<file path="src/rtl/combat_round_ctrl.sv">
// Fighting-round controller: round sequencing, per-player attack timing,
// single-hit registration per attack, health bookkeeping and winner decision.
module combat_round_ctrl #(
  parameter int unsigned TICK_DIV        = 1666666,
  parameter int unsigned MAX_HEALTH      = 31,
  parameter int unsigned PUNCH_DMG       = 2,
  parameter int unsigned KICK_DMG        = 4,
  parameter int unsigned ACTIVE_TICKS    = 8,
  parameter int unsigned COOLDOWN_TICKS  = 12,
  parameter int unsigned COUNTDOWN_TICKS = 180,
  parameter int unsigned KO_TICKS        = 180
) (
  input  logic       clk,
  input  logic       reset,
  input  logic       start,
  input  logic       p1_punch,
  input  logic       p1_kick,
  input  logic       p1_block,
  input  logic       p2_punch,
  input  logic       p2_kick,
  input  logic       p2_block,
  input  logic       p1_colliding,
  input  logic       p2_colliding,
  output logic [4:0] health_l,
  output logic [4:0] health_r,
  output logic [2:0] p1_char_state,
  output logic [2:0] p2_char_state,
  output logic [1:0] round_state,
  output logic [1:0] winner,
  output logic       game_tick,
  output logic       move_enable
);

  typedef enum logic [1:0] {
    R_IDLE      = 2'b00,
    R_COUNTDOWN = 2'b01,
    R_FIGHT     = 2'b10,
    R_KO        = 2'b11
  } round_t;

  typedef enum logic [1:0] {
    A_READY,
    A_ACTIVE,
    A_COOLDOWN
  } atk_t;

  localparam int unsigned   CW        = $clog2(TICK_DIV);
  localparam int unsigned   TW        = 16;
  localparam logic [CW-1:0] TICK_LAST = CW'(TICK_DIV - 1);
  localparam logic [4:0]    HP_FULL   = 5'(MAX_HEALTH);

  logic [CW-1:0] tick_cnt;
  logic          tick;

  round_t        rs_q, rs_nx;
  logic [TW-1:0] rt_q, rt_nx;
  logic [1:0]    win_q, win_nx;
  logic [4:0]    hp_q [2];
  logic [4:0]    hp_nx [2];

  atk_t          as_q [2];
  atk_t          as_nx [2];
  logic [TW-1:0] at_q [2];
  logic [TW-1:0] at_nx [2];
  logic          kick_sel_q [2];
  logic          kick_sel_nx [2];
  logic          hit_q [2];
  logic          hit_nx [2];
  logic [2:0]    pose_q [2];
  logic [2:0]    pose_nx [2];

  logic [1:0]    punch_in, kick_in, block_in;
  logic          colliding;
  logic [4:0]    dmg;

  assign punch_in  = {p2_punch, p1_punch};
  assign kick_in   = {p2_kick, p1_kick};
  assign block_in  = {p2_block, p1_block};
  assign colliding = p1_colliding | p2_colliding;

  always_ff @(posedge clk or negedge reset) begin
    if (!reset) begin
      tick_cnt <= '0;
    end else if (tick_cnt == TICK_LAST) begin
      tick_cnt <= '0;
    end else begin
      tick_cnt <= tick_cnt + 1'b1;
    end
  end

  assign tick = (tick_cnt == TICK_LAST);

  always_comb begin
    rs_nx       = rs_q;
    rt_nx       = rt_q;
    win_nx      = win_q;
    hp_nx       = hp_q;
    as_nx       = as_q;
    at_nx       = at_q;
    kick_sel_nx = kick_sel_q;
    hit_nx      = hit_q;
    pose_nx     = pose_q;
    dmg         = '0;

    if (tick) begin
      // Hits resolve before the round FSM so a lethal hit ends the round on the same tick.
      for (int unsigned i = 0; i < 2; i++) begin
        if (rs_q == R_FIGHT && as_q[i[0]] == A_ACTIVE && !hit_q[i[0]] && colliding) begin
          hit_nx[i[0]] = 1'b1;
          dmg = kick_sel_q[i[0]] ? 5'(KICK_DMG) : 5'(PUNCH_DMG);
          if (block_in[~i[0]]) begin
            dmg = dmg >> 1;
          end
          hp_nx[~i[0]] = (hp_q[~i[0]] > dmg) ? hp_q[~i[0]] - dmg : '0;
        end
      end

      case (rs_q)
        R_IDLE: begin
          if (start) begin
            hp_nx  = '{default: HP_FULL};
            win_nx = '0;
            rt_nx  = TW'(COUNTDOWN_TICKS - 1);
            rs_nx  = R_COUNTDOWN;
          end
        end
        R_COUNTDOWN: begin
          if (rt_q == '0) begin
            rs_nx = R_FIGHT;
          end else begin
            rt_nx = rt_q - 1'b1;
          end
        end
        R_FIGHT: begin
          if (hp_nx[0] == '0 || hp_nx[1] == '0) begin
            rs_nx  = R_KO;
            rt_nx  = TW'(KO_TICKS - 1);
            win_nx = {hp_nx[0] == '0, hp_nx[1] == '0};
          end
        end
        R_KO: begin
          if (rt_q == '0) begin
            rs_nx = R_IDLE;
          end else begin
            rt_nx = rt_q - 1'b1;
          end
        end
        default: rs_nx = R_IDLE;
      endcase

      // Attacks only run while the round stays in FIGHT across this tick.
      for (int unsigned i = 0; i < 2; i++) begin
        if (rs_q == R_FIGHT && rs_nx == R_FIGHT) begin
          case (as_q[i[0]])
            A_READY: begin
              if (kick_in[i[0]] || punch_in[i[0]]) begin
                as_nx[i[0]]       = A_ACTIVE;
                kick_sel_nx[i[0]] = kick_in[i[0]];
                at_nx[i[0]]       = TW'(ACTIVE_TICKS - 1);
                hit_nx[i[0]]      = 1'b0;
              end
            end
            A_ACTIVE: begin
              if (at_q[i[0]] == '0) begin
                as_nx[i[0]] = A_COOLDOWN;
                at_nx[i[0]] = TW'(COOLDOWN_TICKS - 1);
              end else begin
                at_nx[i[0]] = at_q[i[0]] - 1'b1;
              end
            end
            A_COOLDOWN: begin
              if (at_q[i[0]] == '0) begin
                as_nx[i[0]] = A_READY;
              end else begin
                at_nx[i[0]] = at_q[i[0]] - 1'b1;
              end
            end
            default: as_nx[i[0]] = A_READY;
          endcase

          if (as_nx[i[0]] == A_ACTIVE) begin
            pose_nx[i[0]] = kick_sel_nx[i[0]] ? 3'b010 : 3'b001;
          end else begin
            pose_nx[i[0]] = block_in[i[0]] ? 3'b100 : 3'b000;
          end
        end else begin
          as_nx[i[0]]   = A_READY;
          pose_nx[i[0]] = '0;
        end
      end
    end
  end

  always_ff @(posedge clk or negedge reset) begin
    if (!reset) begin
      rs_q       <= R_IDLE;
      rt_q       <= '0;
      win_q      <= '0;
      hp_q       <= '{default: HP_FULL};
      as_q       <= '{default: A_READY};
      at_q       <= '{default: '0};
      kick_sel_q <= '{default: 1'b0};
      hit_q      <= '{default: 1'b0};
      pose_q     <= '{default: 3'b000};
    end else begin
      rs_q       <= rs_nx;
      rt_q       <= rt_nx;
      win_q      <= win_nx;
      hp_q       <= hp_nx;
      as_q       <= as_nx;
      at_q       <= at_nx;
      kick_sel_q <= kick_sel_nx;
      hit_q      <= hit_nx;
      pose_q     <= pose_nx;
    end
  end

  assign health_l      = hp_q[0];
  assign health_r      = hp_q[1];
  assign p1_char_state = pose_q[0];
  assign p2_char_state = pose_q[1];
  assign round_state   = rs_q;
  assign winner        = win_q;
  assign game_tick     = tick;
  assign move_enable   = (rs_q == R_FIGHT);

endmodule

</file>
<file path="config.mk">
export PLATFORM = sky130hd
export DESIGN_NAME = combat_round_ctrl
export DESIGN_NICKNAME = d
export VERILOG_FILES = /design/src/rtl/combat_round_ctrl.sv
export SDC_FILE = /design/constraint.sdc
export NUM_CORES = 1
export LEC_CHECK = 0
export BUFFER_PORTS_ARGS = -buffer_cell sky130_fd_sc_hd__buf_2
export CORE_ASPECT_RATIO = 1.1
export CORE_UTILIZATION = 56
export CTS_CLUSTER_DIAMETER = 150
export DETAILED_ROUTE_END_ITERATION = 12
export PLACE_DENSITY = 0.81
export SETUP_SLACK_MARGIN = 0.1
export SYNTH_ARGS = -nofsm -noshare
export SYNTH_HDL_FRONTEND = slang
export SYNTH_SLANG_ARGS = --single-unit
</file>
<file path="constraint.sdc">
create_clock -name clk -period 3 [get_ports clk]
set_clock_uncertainty 0.1 [all_clocks]
set_input_delay 0.6 -clock clk [delete_from_list [all_inputs] [get_ports clk]]
set_output_delay 0.6 -clock clk [all_outputs]
set_load 0.005 [all_outputs]
</file>
### Word level (Yosys, flattened, before mapping)

Cells that the tools add are included.

| word-level totals | value |
|---|---|
| register bits after elaboration | 97 |
| bits of input ports | 11 |
| output and inout port bits | 22 |
| logic and storage cells | 148 |

| operators by class | value |
|---|---|
| add/sub/neg operators | 6 |
| order comparisons | 2 |
| eq/ne operators | 18 |
| muxes and demuxes | 76 |
| bitwise operators | 1 |
| reductions and logical operators | 29 |

Operators by type and width:

| cell | count |
|---|---|
| 16-bit two-way mux | 9 |
| 16-bit one-hot mux with 3 select lines | 3 |
| 5-bit two-way mux | 10 |
| 16-bit zero test | 3 |
| 16-bit by 1-bit subtractor with 16-bit output (second input constant) | 3 |
| 2-bit two-way mux | 21 |
| 3-bit two-way mux | 10 |
| 21-bit by 1-bit adder with 21-bit output (second input constant) | 1 |
| 21-bit equality test (second input constant) | 1 |
| 21-bit two-way mux | 1 |
| 10-bit two-way mux | 2 |
| 1-bit two-way mux | 16 |
| 2-bit inequality test (second input constant) | 6 |
| 2-bit one-hot mux with 3 select lines | 2 |
| 2-bit by 1-bit equality test with 1-bit output (second input constant) | 5 |
| 2-bit equality test (second input constant) | 5 |
| 5-bit > comparator | 2 |
| 5-bit zero test | 2 |
| 5-bit AND reduction | 2 |
| 5-bit subtractor | 2 |
| 2-bit one-hot mux with 4 select lines | 1 |
| 4-bit AND reduction | 2 |
| 1-bit logical AND | 7 |
| 2-bit zero test | 3 |
| 9 further kinds | 13 |

### Logic depth before layout (Yosys ltp)

| depth | value |
|---|---|
| depth after elaboration | 22 |
| mapped depth | 12 |
| depth with buffers taken out | 11 |

### Least setup slack after synthesis

OpenSTA, ideal clock, no wires.

| path | value |
|---|---|
| path type | input port to flip-flop |
| start | input port p1_block |
| end | register rt_q[2] |
| setup time | 121 ps |
| arrival | 3232 ps |
| data required time | 2779 ps |
| slack | -453 ps |
| stages | 12 |
| buffers on the path | 1 |
| path through | inv_1 -> ha_1 -> inv_1 -> ha_1 -> nor2b_1 -> or3_1 -> a211oi_1 -> o211a_2 -> a211oi_2 -> buf_2 -> or3_1 -> a22o_1 |

| between the ends | value |
|---|---|
| cells in the longest elaborated chain, start to end | 11 |
| elaborated cells on any way between the ends | 12 |
| those cells by class | add/sub (1); order compare (1); eq/ne (1); mux (6); reduce/logical (3) |

RTL lines:

| what | RTL line | RTL |
|---|---|---|
| from (decl) | 18 | `input logic p1_block,` |
| 3-bit two-way mux * | 111 | `if (block_in[~i[0]]) begin` |
| 5-bit two-way mux * | 108 | `if (rs_q == R_FIGHT && as_q[i[0]] == A_ACTIVE && !hit_q[i[0]] && colliding) begin` |
| 5-bit two-way mux * | 105 | `if (tick) begin` |
| 5-bit subtractor / 5-bit > comparator (equally long branches) | 114 | `hp_nx[~i[0]] = (hp_q[~i[0]] > dmg) ? hp_q[~i[0]] - dmg : '0;` |
| 5-bit two-way mux * | 114 |  |
| 5-bit two-way mux * | 108 |  |
| 5-bit two-way mux * | 105 |  |
| 5-bit zero test * | 135 | `if (hp_nx[0] == '0 \|\| hp_nx[1] == '0) begin` |
| 1-bit logical OR * | 135 |  |
| 2-bit by 1-bit inequality test with 1-bit output (no line) * | - |  |
| 4-bit AND reduction (no line) * | - |  |
| to (signal assigned) | 207 | `rt_q <= rt_nx;` |
| to (decl) | 56 | `logic [TW-1:0] rt_q, rt_nx;` |

Every way passes the cells marked *; elsewhere a longest branch is shown, timed or not. The select of a mux whose other input is x is not followed.
A chain may end at the register's enable or synchronous reset.

### Worst setup path after layout

| path | value |
|---|---|
| start | register kick_sel_q[0] in the netlist's numbering |
| end | register pose_q (netlist bit p2_char_state[0]) |

| between the ends | value |
|---|---|
| cells in the longest elaborated chain, start to end | 16 |
| elaborated cells on any way between the ends | 23 |
| those cells by class | add/sub (1); order compare (1); eq/ne (1); mux (17); reduce/logical (3) |

RTL lines:

| what | RTL line | RTL |
|---|---|---|
| from (decl) | 65 | `logic kick_sel_q [2];` |
| from (signal assigned) | 212 | `kick_sel_q <= kick_sel_nx;` |
| 3-bit two-way mux | 110 | `dmg = kick_sel_q[i[0]] ? 5'(KICK_DMG) : 5'(PUNCH_DMG);` |
| 3-bit two-way mux | 111 |  |
| 5-bit two-way mux | 108 |  |
| 5-bit two-way mux | 105 |  |
| 5-bit subtractor / 5-bit > comparator (equally long branches) | 114 |  |
| 5-bit two-way mux | 114 |  |
| 5-bit two-way mux | 108 |  |
| 5-bit two-way mux | 105 |  |
| 5-bit zero test | 135 |  |
| 1-bit logical OR | 135 |  |
| 2-bit two-way mux | 135 |  |
| 2-bit one-hot mux with 4 select lines | 118 | `case (rs_q)` |
| 2-bit two-way mux | 105 |  |
| 2-bit equality test | 153 | `if (rs_q == R_FIGHT && rs_nx == R_FIGHT) begin` |
| 1-bit logical AND | 153 |  |
| 3-bit two-way mux * | 153 |  |
| to (signal assigned) | 214 | `pose_q <= pose_nx;` |
| to (decl) | 69 | `logic [2:0] pose_q [2];` |

Marked as above.

==> results_dict.tcl <==
set metrics [dict create \
    fin_hold_ws_ns 0.164 \
    p_seq_share_pct 50.6 \
    ys_ff_latch 97 \
    swShare_pct 22.1 \
    cts_buffers 9 \
    critPathRequiredTime_ns 3.16 \
    p_clk_share_pct 45.0 \
    wl_um 17200 \
    synth_top_area_cell "dfrtp_1" \
    synth_warnings 0 \
    fill_cells 664 \
    place_ws_ns -0.614 \
    synth_fp_nets 696 \
    switchingPower_uw 571 \
    fin_tns_setup_ns -12.05 \
    p_int_uw 2020 \
    cap_violations 0 \
    start_util_pct 57.4 \
    timing.fmax_ghz 0.299 \
    cts_sinks 97 \
    top_usage_layer "met2" \
    min_period_ns 3.34 \
    p_leak_uw 0.00332 \
    h-tree-depth 3 \
    synthCells 659 \
    hp-class "in2async" \
    clk_pin_slew_ns 0.07 \
    grt_pass1_wl_um 27500 \
    die_area_mm2 0.0111 \
    synth_cell_types 75 \
    slew_headroom_pct 42.4 \
    row_count 39 \
    diodes 0 \
    dp_hpwl_um 11000 \
    seq_area_frac_synth_pct 40.9 \
    worstSetupEndpointType "flip-flop" \
    ant_nets 0 \
    grt_use_met2_pct 55.9 \
    setup_viol 60 \
    vias 5811 \
    power-per-cell-area_mw_per_mm2 334 \
    synthesis.area_mm2 0.00597 \
    grt_pass1_vias 5789 \
    num_io_pins 33 \
    firstDrtPassIters 5 \
    comb_power_share_pct 4.3 \
    cts_max_path_buffers 2 \
    io_buffers 32 \
    cts_tree "yes" \
    synth-edff-count 0 \
    tightestPinTransition_ns 0.864 \
    cp-start-kind "flip-flop" \
    synthTopCellsByArea "dfrtp_1, ha_1, o21ai_0" \
    drc 0 \
    synth_top_area_share_pct 36.5 \
    vdd_drop_max_mv 0.237 \
    drtIter0Drc 337 \
    hold_violations 0 \
    grt_usage_pct 31.4 \
    dieHeight_um 110 \
    insertion_delay_ns 0.34 \
    die_w_um 100 \
    nets 806 \
    violations "setup timing" \
    grt_max_degree 54 \
    cp_max_fo 5 \
    vias_per_cell 6.34 \
    worstPathArrival_ns 3.50 \
    root_buffer "clkbuf_16" \
    overflow 0 \
    postCtsHoldBufs 0 \
    antenna_found_initial 0 \
    r2r_cells 12 \
    drive_above_1_share_pct 30.9 \
    coreArea_mm2 0.0104 \
    rsz0062_at_grt "yes" \
    met1_usage_pct 37.4 \
    path_class "reg2reg" \
    routedWlPerCell_um 18.7 \
    slew_violations 0 \
    async_flop_share_pct 100 \
    status "finished, violations left" \
    synth_top_flop_cell "dfrtp_1" \
    setup_ws_ns -0.340 \
    areaGrowthSynthToFinish_pct 29.9 \
    gp_congestion 0.950 \
    avgSynthCellArea_um2 9.06 \
    grt_use_met3_pct 5.04 \
    finalCritPeriodShare_pct 111 \
]
[worst max-delay path, cell delays in order, from the launching register on]
cell and delay [ns]:
dfrtp_1 0.42, ha_4 0.29, inv_2 0.04, ha_4 0.25, a211oi_4 0.21, nand2_1 0.12
or4b_4 0.53, buf_6 0.14, o211ai_1 0.11, buf_4 0.20, o211ai_4 0.13, or4b_4 0.57
o21ai_2 0.14
[routing by layer]
layer	vias up	part of all wire, %
met5	-	0
met4	0	3.5
met3	57	5.3
met2	222	52
met1	2858	40
li1	2674	-
[layout by cell type, fill, tap and decap left out, drive strengths merged, types with 5 or more instances in the layout]
cell	count
ha	24
a211oi	5
and3	5
o21ai	60
buf	111
nor2	71
nor4	12
or3	12
a31oi	6
a22o	12
clkbuf	10
a21oi	35
or4	14
xor2	9
o41ai	6
dfstp	10
nand3	27
inv	34
nor3	26
dfrtp	87
nand4	11
a21o	10
o21a	10
nand2b	7
nand2	55
o31ai	16
xnor2	12
[what timing repair did]
action	in CTS	in global routing
setup endpoints to repair	64	66
pin swaps	31	25
buffers inserted	11	7
resized for setup	53	63
hold endpoints to repair	0	0
gates cloned	2	0
[cells in the mapped netlist (4+ instances only)]
| cell type | count |
|---|---|
| a211oi_1 | 4 |
| a21o_1 | 10 |
| a21oi_1 | 35 |
| a22o_1 | 12 |
| a22oi_1 | 4 |
| a31o_2 | 4 |
| a31oi_1 | 6 |
| and3_1 | 4 |
| clkbuf_1 | 6 |
| dfrtp_1 | 87 |
| dfstp_2 | 10 |
| ha_1 | 24 |
| inv_1 | 33 |
| nand2_1 | 54 |
| nand2b_1 | 7 |
| nand3_1 | 24 |
| nand4_1 | 11 |
| nand4b_1 | 4 |
| nor2_1 | 71 |
| nor2b_1 | 4 |
| nor3_1 | 25 |
| nor4_1 | 12 |
| o21a_1 | 10 |
| o21ai_0 | 56 |
| o21ai_1 | 4 |
| o22a_1 | 4 |
| o31ai_1 | 16 |
| or3_1 | 10 |
| or4_1 | 14 |
| xnor2_1 | 12 |
| xor2_1 | 9 |
[power by group through the flow]
stage | Clock (uW) | Sequential, uW | Combinational (uW)
floorplan | 0 | 1330 | 34.5
global placement | 0 | 1330 | 92.5
detailed placement | 0 | 1330 | 96.0
CTS | 1170 | 1310 | 103
global route | 1230 | 1310 | 122
finish | 1170 | 1310 | 112
[kinds of logic (layout without fill, tap and decap cells)]
logic type | count (synthesis) | after routing | share of synthesized area, %
compound gates | 196 | 196 | 22.8
xor+xnor | 21 | 21 | 3.08
fa+ha+maj | 26 | 26 | 5.70
buf+inv | 47 | 161 | 3.27
flops | 97 | 97 | 40.9
simple gates | 272 | 273 | 24.3
[path summary, 6_finish.rpt]
kind / startpoint / to / slack, ns
max: kick_sel_q[0] / p2_char_state[0] / -0.34
min: reset / rt_q[2] / 0.16
max reg2reg: kick_sel_q[0] / p2_char_state[0] / -0.34
min reg2reg: p1_char_state[0] / p1_char_state[0] / 0.38
max in group asynchronous: reset / health_l[0] / 1.90
min in group clk: p1_char_state[0] / p1_char_state[0] / 0.38
[state kept, by name, indices dropped and copies added, names as in the netlist]
register	count
as_q	4
at_q	32
health_l	5
health_r	5
hit_q	2
kick_sel_q	2
p1_char_state	3
p2_char_state	3
round_state	2
rt_q	16
tick_cnt	21
winner	2
[per-stage QoR]
step | cell area, um2 | instances | power, uW | utilization [%]
2_1_floorplan | 6070 | 659 | 1370 | -
3_3_place_gp | 6840 | 882 | 1430 | 65.8
3_5_place_dp | 6840 | 882 | 1430 | 65.8
4_1_cts | 7440 | 910 | 2590 | 71.6
5_1_grt | 7760 | 917 | 2670 | 74.6
6_report | 7760 | 917 | 2590 | 74.6
[area by class of cell]
type | instances | area [um2] | share of cell area, %
multi-input cells | 516 | 3830 | 49.4
flip-flops and latches | 97 | 2440 | 31.5
repair buffers | 111 | 863 | 11.1
clock buffers | 10 | 239 | 3.08
well taps | 143 | 179 | 2.31
inverters | 34 | 145 | 1.87
clock inverters | 6 | 57.6 | 0.742
Note: power is estimated with default switching activity, not from simulation.
